## config.mk

```make
export PLATFORM = sky130hd
export DESIGN_NAME = ft245_bus_bridge
export DESIGN_NICKNAME = d
export VERILOG_FILES = /design/src/rtl/ft245_bus_bridge.sv
export SDC_FILE = /design/constraint.sdc
export NUM_CORES = 1
export LEC_CHECK = 0
export CAP_MARGIN = 20
export CORE_MARGIN = 1.5
export CORE_UTILIZATION = 55
export DETAILED_ROUTE_END_ITERATION = 6
export PLACE_DENSITY = 0.84
export SYNTH_ARGS = -nofsm -noshare
export SYNTH_HDL_FRONTEND = slang
export SYNTH_SLANG_ARGS = --single-unit
```

## constraint.sdc

```tcl
create_clock -name clk -period 3.75 [get_ports clk]
set_clock_uncertainty 0.05 [all_clocks]
set_input_delay 0.75 -clock clk [delete_from_list [all_inputs] [get_ports clk]]
set_output_delay 0.75 -clock clk [all_outputs]
set_load 0.01 [all_outputs]
```

## src/rtl/ft245_bus_bridge.sv

```systemverilog
// ft245_bus_bridge: paces the FT245 FIFO strobes for the 68000 serial device window
// and acknowledges the CPU only after the FIFO transfer has actually completed.
module ft245_bus_bridge #(
    parameter int RD_PULSE = 4,
    parameter int WR_PULSE = 4,
    parameter int TIMEOUT  = 4095
) (
    input  logic       clk,
    input  logic       _rst,
    input  logic       sel,
    input  logic       _as,
    input  logic       _ds,
    input  logic       rw,
    input  logic [1:0] addr,
    input  logic [7:0] d_in,
    output logic [7:0] d_out,
    output logic       d_oe,
    output logic       _dtack,
    input  logic       _rdf,
    input  logic       _txe,
    output logic       _rd,
    output logic       wr,
    input  logic [7:0] f_in,
    output logic [7:0] f_out,
    output logic       f_oe,
    output logic       status_led
);

    localparam int WCW  = $clog2(TIMEOUT + 1);
    localparam int PMAX = (RD_PULSE > WR_PULSE) ? RD_PULSE : WR_PULSE;
    localparam int PCW  = $clog2(PMAX + 1);

    localparam logic [WCW-1:0] WAIT_LAST = WCW'(TIMEOUT - 1);
    localparam logic [PCW-1:0] RD_LAST   = PCW'(RD_PULSE - 1);
    localparam logic [PCW-1:0] WR_HOLD   = PCW'(WR_PULSE);

    typedef enum logic [2:0] {
        ST_IDLE    = 3'd0,
        ST_RD_WAIT = 3'd1,
        ST_RD_STB  = 3'd2,
        ST_WR_WAIT = 3'd3,
        ST_WR_STB  = 3'd4,
        ST_ACK     = 3'd5
    } state_t;

    function automatic logic [7:0] status_byte(input logic err, input logic txe, input logic rdf);
        status_byte = {err, 5'b00000, ~txe, ~rdf};
    endfunction

    logic [1:0]     rdf_sync_r;
    logic [1:0]     txe_sync_r;
    logic           rdf_s;
    logic           txe_s;

    logic           go_s;
    logic           go_r;
    logic           go_d_r;
    logic           as_seen_r;
    logic           start_r;
    logic           edge_s;

    state_t         state_r;
    state_t         state_nx_s;
    logic [PCW-1:0] pcnt_r;
    logic [PCW-1:0] pcnt_nx_s;
    logic [WCW-1:0] wcnt_r;
    logic [WCW-1:0] wcnt_nx_s;
    logic           abort_r;
    logic           abort_nx_s;
    logic           stat_rd_r;
    logic           stat_rd_nx_s;

    logic [7:0]     ack_data_s;
    logic           led_wr_s;
    logic           err_set_s;
    logic           err_clr_s;
    logic           fout_ld_s;

    logic           err_r;
    logic           led_r;
    logic [7:0]     f_out_r;

    logic           rd_n_r;
    logic           wr_r;
    logic           f_oe_r;
    logic           dtack_n_r;
    logic           d_oe_r;
    logic [7:0]     d_out_r;

    assign rdf_s  = rdf_sync_r[1];
    assign txe_s  = txe_sync_r[1];
    assign go_s   = sel & ~_as & ~_ds;
    assign edge_s = go_r & ~go_d_r & as_seen_r;

    // Two-flop synchronizers for the asynchronous FIFO flags (idle high)
    always_ff @(posedge clk or negedge _rst) begin
        if (!_rst) begin
            rdf_sync_r <= 2'b11;
            txe_sync_r <= 2'b11;
        end else begin
            rdf_sync_r <= {rdf_sync_r[0], _rdf};
            txe_sync_r <= {txe_sync_r[0], _txe};
        end
    end

    // Bus cycle start detection; a start stays pending until IDLE consumes it or _as drops
    always_ff @(posedge clk or negedge _rst) begin
        if (!_rst) begin
            go_r      <= 1'b0;
            go_d_r    <= 1'b0;
            as_seen_r <= 1'b1;
            start_r   <= 1'b0;
        end else begin
            go_r   <= go_s;
            go_d_r <= go_r;
            if (_as) begin
                as_seen_r <= 1'b1;
            end else if (edge_s) begin
                as_seen_r <= 1'b0;
            end else begin
                as_seen_r <= as_seen_r;
            end
            if (_as) begin
                start_r <= 1'b0;
            end else if (edge_s) begin
                start_r <= 1'b1;
            end else if (state_r == ST_IDLE) begin
                start_r <= 1'b0;
            end else begin
                start_r <= start_r;
            end
        end
    end

    // FSM state and per-state counters
    always_ff @(posedge clk or negedge _rst) begin
        if (!_rst) begin
            state_r   <= ST_IDLE;
            pcnt_r    <= '0;
            wcnt_r    <= '0;
            abort_r   <= 1'b0;
            stat_rd_r <= 1'b0;
        end else begin
            state_r   <= state_nx_s;
            pcnt_r    <= pcnt_nx_s;
            wcnt_r    <= wcnt_nx_s;
            abort_r   <= abort_nx_s;
            stat_rd_r <= stat_rd_nx_s;
        end
    end

    // Next-state logic and the side effects attached to each transition
    always_comb begin
        state_nx_s   = state_r;
        pcnt_nx_s    = pcnt_r;
        wcnt_nx_s    = wcnt_r;
        abort_nx_s   = 1'b0;
        stat_rd_nx_s = 1'b0;
        ack_data_s   = 8'h00;
        led_wr_s     = 1'b0;
        err_set_s    = 1'b0;
        err_clr_s    = 1'b0;
        fout_ld_s    = 1'b0;
        case (state_r)
            ST_IDLE: begin
                if (start_r) begin
                    case ({addr, rw})
                        3'b001: begin
                            state_nx_s = ST_RD_WAIT;
                            wcnt_nx_s  = '0;
                        end
                        3'b010: begin
                            state_nx_s = ST_WR_WAIT;
                            wcnt_nx_s  = '0;
                            fout_ld_s  = 1'b1;
                        end
                        3'b101: begin
                            state_nx_s   = ST_ACK;
                            ack_data_s   = status_byte(err_r, txe_s, rdf_s);
                            stat_rd_nx_s = 1'b1;
                        end
                        3'b111: begin
                            state_nx_s = ST_ACK;
                            ack_data_s = {7'b0000000, led_r};
                        end
                        3'b110: begin
                            state_nx_s = ST_ACK;
                            led_wr_s   = 1'b1;
                        end
                        default: begin
                            // status write and mismatched serial direction: ack only
                            state_nx_s = ST_ACK;
                        end
                    endcase
                end else begin
                    state_nx_s = ST_IDLE;
                end
            end
            ST_RD_WAIT: begin
                if (_as) begin
                    state_nx_s = ST_IDLE;
                end else if (!rdf_s) begin
                    state_nx_s = ST_RD_STB;
                    pcnt_nx_s  = '0;
                end else if (wcnt_r == WAIT_LAST) begin
                    state_nx_s = ST_ACK;
                    wcnt_nx_s  = wcnt_r + WCW'(1);
                    err_set_s  = 1'b1;
                    ack_data_s = 8'hFF;
                end else begin
                    wcnt_nx_s = wcnt_r + WCW'(1);
                end
            end
            ST_RD_STB: begin
                if (pcnt_r == RD_LAST) begin
                    ack_data_s = f_in;
                    state_nx_s = (abort_r | _as) ? ST_IDLE : ST_ACK;
                end else begin
                    abort_nx_s = abort_r | _as;
                    pcnt_nx_s  = pcnt_r + PCW'(1);
                end
            end
            ST_WR_WAIT: begin
                if (_as) begin
                    state_nx_s = ST_IDLE;
                end else if (!txe_s) begin
                    state_nx_s = ST_WR_STB;
                    pcnt_nx_s  = '0;
                end else if (wcnt_r == WAIT_LAST) begin
                    state_nx_s = ST_ACK;
                    wcnt_nx_s  = wcnt_r + WCW'(1);
                    err_set_s  = 1'b1;
                end else begin
                    wcnt_nx_s = wcnt_r + WCW'(1);
                end
            end
            ST_WR_STB: begin
                // the last count is the data hold cycle after wr falls
                if (pcnt_r == WR_HOLD) begin
                    state_nx_s = (abort_r | _as) ? ST_IDLE : ST_ACK;
                end else begin
                    abort_nx_s = abort_r | _as;
                    pcnt_nx_s  = pcnt_r + PCW'(1);
                end
            end
            ST_ACK: begin
                ack_data_s = d_out_r;
                if (_as) begin
                    state_nx_s = ST_IDLE;
                    err_clr_s  = stat_rd_r;
                end else begin
                    state_nx_s   = ST_ACK;
                    stat_rd_nx_s = stat_rd_r;
                end
            end
            default: begin
                state_nx_s = ST_IDLE;
            end
        endcase
    end

    // Sticky error flag, LED register and FIFO write data latch
    always_ff @(posedge clk or negedge _rst) begin
        if (!_rst) begin
            err_r   <= 1'b0;
            led_r   <= 1'b0;
            f_out_r <= 8'h00;
        end else begin
            if (err_set_s) begin
                err_r <= 1'b1;
            end else if (err_clr_s) begin
                err_r <= 1'b0;
            end else begin
                err_r <= err_r;
            end
            if (led_wr_s) begin
                led_r <= d_in[0];
            end else begin
                led_r <= led_r;
            end
            if (fout_ld_s) begin
                f_out_r <= d_in;
            end else begin
                f_out_r <= f_out_r;
            end
        end
    end

    // Registered bus and FIFO outputs, decoded from the next state
    always_ff @(posedge clk or negedge _rst) begin
        if (!_rst) begin
            rd_n_r    <= 1'b1;
            wr_r      <= 1'b0;
            f_oe_r    <= 1'b0;
            dtack_n_r <= 1'b1;
            d_oe_r    <= 1'b0;
            d_out_r   <= 8'h00;
        end else begin
            rd_n_r    <= (state_nx_s != ST_RD_STB);
            wr_r      <= (state_nx_s == ST_WR_STB) && (pcnt_nx_s < WR_HOLD);
            f_oe_r    <= (state_nx_s == ST_WR_STB);
            dtack_n_r <= (state_nx_s != ST_ACK);
            d_oe_r    <= (state_nx_s == ST_ACK) && rw;
            d_out_r   <= (state_nx_s == ST_ACK) ? ack_data_s : 8'h00;
        end
    end

    assign _rd        = rd_n_r;
    assign wr         = wr_r;
    assign f_oe       = f_oe_r;
    assign f_out      = f_out_r;
    assign _dtack     = dtack_n_r;
    assign d_oe       = d_oe_r;
    assign d_out      = d_out_r;
    assign status_led = led_r;

endmodule

```

==> impl_metrics.ini <==
[finish]
antennaDiodeCount = 0
layout-area-overhead-vs-synth_pct = 26.03
nNetsFinal = 310
drive_gt1_share_pct = 14.34
final_core_util_pct = 72.07

[logic_synthesis]
ys_warn_count = 0
synth_common_cells = 44 x dfrtp_1, 18 x a21oi_1, 17 x nor2_1
postSynthCellCount = 231
synth_compound_area_share_pct = 13.72
synthXorXnorAreaFrac_pct = 3.166
synth_top_area_cell = dfrtp_1
ys_types = 51
synth-seq-cells = 51
synth_mux_area_share_pct = 4.472
async_flop_share_pct = 100.0
synth.top_cell.area_share_pct = 44.22
seq_area_frac_synth_pct = 51.61
synth_top_family_by_area = simple AND/OR/NAND/NOR gates
syn_area_um2 = 2490
syn_avg_cell_area_um2 = 10.78
synth_adder_area_share_pct = 3.015
yosys.area_share.simple_pct = 20.35
yosysMostFrequentCell = dfrtp_1
synth_area_leaders = dfrtp_1 44%, dfstp_2 7.4%, mux2_2 4.1%
synth_ff_type = dfrtp_1
syn-num-nets = 263
synth_edf_count = 0

[place]
portBuffers = 47
dp_hpwl_mm = 3.772
place.gp.congestion = 0.8889

[setup_path]
max_stage_delay_ns = 0.58
reg2reg_slack_ns = 1.44
path_max_fanout = 11
required_ns = 3.95
path_buf_inv = 2
worstSetupStartpointType = primary input
path_cells = clkdlybuf4s50_1, nor3b_1, nand2b_1, and4_1, inv_1, and3_1
arrival_ns = 2.71
critical_path_class = primary input to flip-flop
end_kind = flip-flop
critPathTopFamily = simple AND/OR/NAND/NOR gates
slowest_stage = clkdlybuf4s50_1

[routing]
drtPass1Iterations = 4
drc = 0
ant_nets = 0
wl_mm = 5.325
dr.first_iter.drc_count = 132
vias_per_cell = 5.801
wl_per_cell_um = 16.09
vias = 1920

[timing]
finalMaxSlewViolations = 0
hold_viol = 0
tns_ns = 0
fmax_ghz = 0.3991
worst_slew_pin_slew_ns = 0.7745
rsz0062_at_grt = no
period_share_pct = 66.81
max_slew_margin_pct = 47.89
min_period_ns = 2.505
finalSetupViolCount = 0

[hold_path]
min_path_type = flip-flop to flip-flop

[global_route]
busiest_layer = met2
grt_max_degree = 49
gr-total-overflow = 0
first_global_vias = 1985
grt_use_met1_pct = 30.35
grt_pass1_wl_mm = 9.439
grtUsageMet2_pct = 40.78
grtUsageTotal_pct = 24.05
grt_use_met3_pct = 5.195
antenna_found_initial = 0

[clock_network]
path_clk_slew_ns = 0.09
cts_resized = 0
cts_hold_buf = 0
tritoncts = built
cts_sinks = 51
cts_made_buffers = 5
clk_latency_ns = 0.31
cts_max_path_buffers = 2
ctsHtreeMaxLevel = 2
postCtsSetupBuffers = 0
cts_root_buf = clkbuf_8

[die]
design.core.area_um2 = 4354
rows = 24
die_h_um = 70.29
die_x_um = 70.29
start_util_pct = 57.18
die_area_um2 = 4940
io_pins = 48

[pwr]
seqPwrFrac_pct = 46.4
power.share.switching_pct = 32.57
powerDensity_nw_per_um2 = 525.8
pwr-share-comb_pct = 29.1
p_switching_w = 0.0005374
p_leak_nw = 1.289
power.share.clock_pct = 24.4
ir_drop_mv = 0.3404
p_int_w = 0.001113

[run]
maxCapViolCount = 0

[run_status]
status = finished, final reports clean
==> area by class of cell <==
type	count	area, µm²
clock buffer	6	82.58
clock inverter	2	38.79
fill	306	1216
inverter	10	37.54
multi-input combinational	159	1114
sequential	51	1285
tap	52	65.06
timing repair buffer	51	515.5
==> logic make-up after synthesis <==
family          Yosys count
buf+inv                  21
mux                      10
compound gates           48
fa+ha+maj                 6
flops                    51
simple gates             86
xor+xnor                  9
==> state kept, by name, summed over array words and instances, names as in the netlist, 2 cells and up <==
register	cells
state_r	3
rdf_sync_r	2
txe_sync_r	2
f_out	8
d_out	8
wcnt_r	12
pcnt_r	3
==> path summary, 6_finish.rpt <==
| kind | start | to | cells after the start |
|---|---|---|---|
| worst max register to register | pcnt_r[0] | d_oe | 8 |
| max in group asynchronous | _rst | txe_sync_r[1] | 3 |
| min in group asynchronous | _rst | wcnt_r[5] | 1 |
| worst min register to register | rdf_sync_r[0] | rdf_sync_r[1] | 0 |
| worst max-delay path | _as | d_oe | 6 |
| worst min-delay path | rdf_sync_r[0] | rdf_sync_r[1] | 0 |
==> power groups by stage <==
stage / clock network, W / logic [W] / registers (W)
6_report: 0.000403 / 0.000481 / 0.000766
5_1_grt: 0.000428 / 0.000536 / 0.000786
4_1_cts: 0.000409 / 0.000479 / 0.000765
3_5_place_dp: 0 / 0.000474 / 0.000775
3_3_place_gp: 0 / 0.000464 / 0.000771
2_1_floorplan: 0 / 0.000329 / 0.000733
==> stage by stage <==
step                      setup WS (ns)  area, µm²  hold slack [ns]  power [W]  instances
after floorplan                   1.544       2490           0.2952   0.001062        231
after global placement            1.041       2989           0.2955   0.001235        322
after detailed placement         0.9357       2989           0.2968   0.001249        322
after CTS                         1.265       3110           0.3106   0.001653        330
after global routing              1.021       3138           0.3152   0.001750        331
final                             1.245       3138           0.3101   0.001650        331
==> layer usage <==
layer | part of all wire, % | up-vias
li1 | - | 932
met1 | 40 | 909
met2 | 52 | 67
met3 | 6.2 | 12
met4 | 1.9 | 0
met5 | 0 | -
==> cell usage in the layout, fill, tap and decap left out, types with 4 or more instances in the layout <==
cell type / instances
nor3b_1: 4
clkbuf_8: 6
nand2_1: 16
ha_1: 6
inv_1: 10
nand3_1: 8
dfstp_2: 7
clkdlybuf4s50_1: 46
mux2_2: 9
dfrtp_1: 44
nor3_1: 4
nor2_1: 17
nor2b_1: 4
nand2b_1: 4
a22oi_1: 7
xor2_1: 4
xnor2_1: 5
a21oi_1: 18
o21ai_0: 8
nand4_1: 5
(Power assumes the default switching activity.)
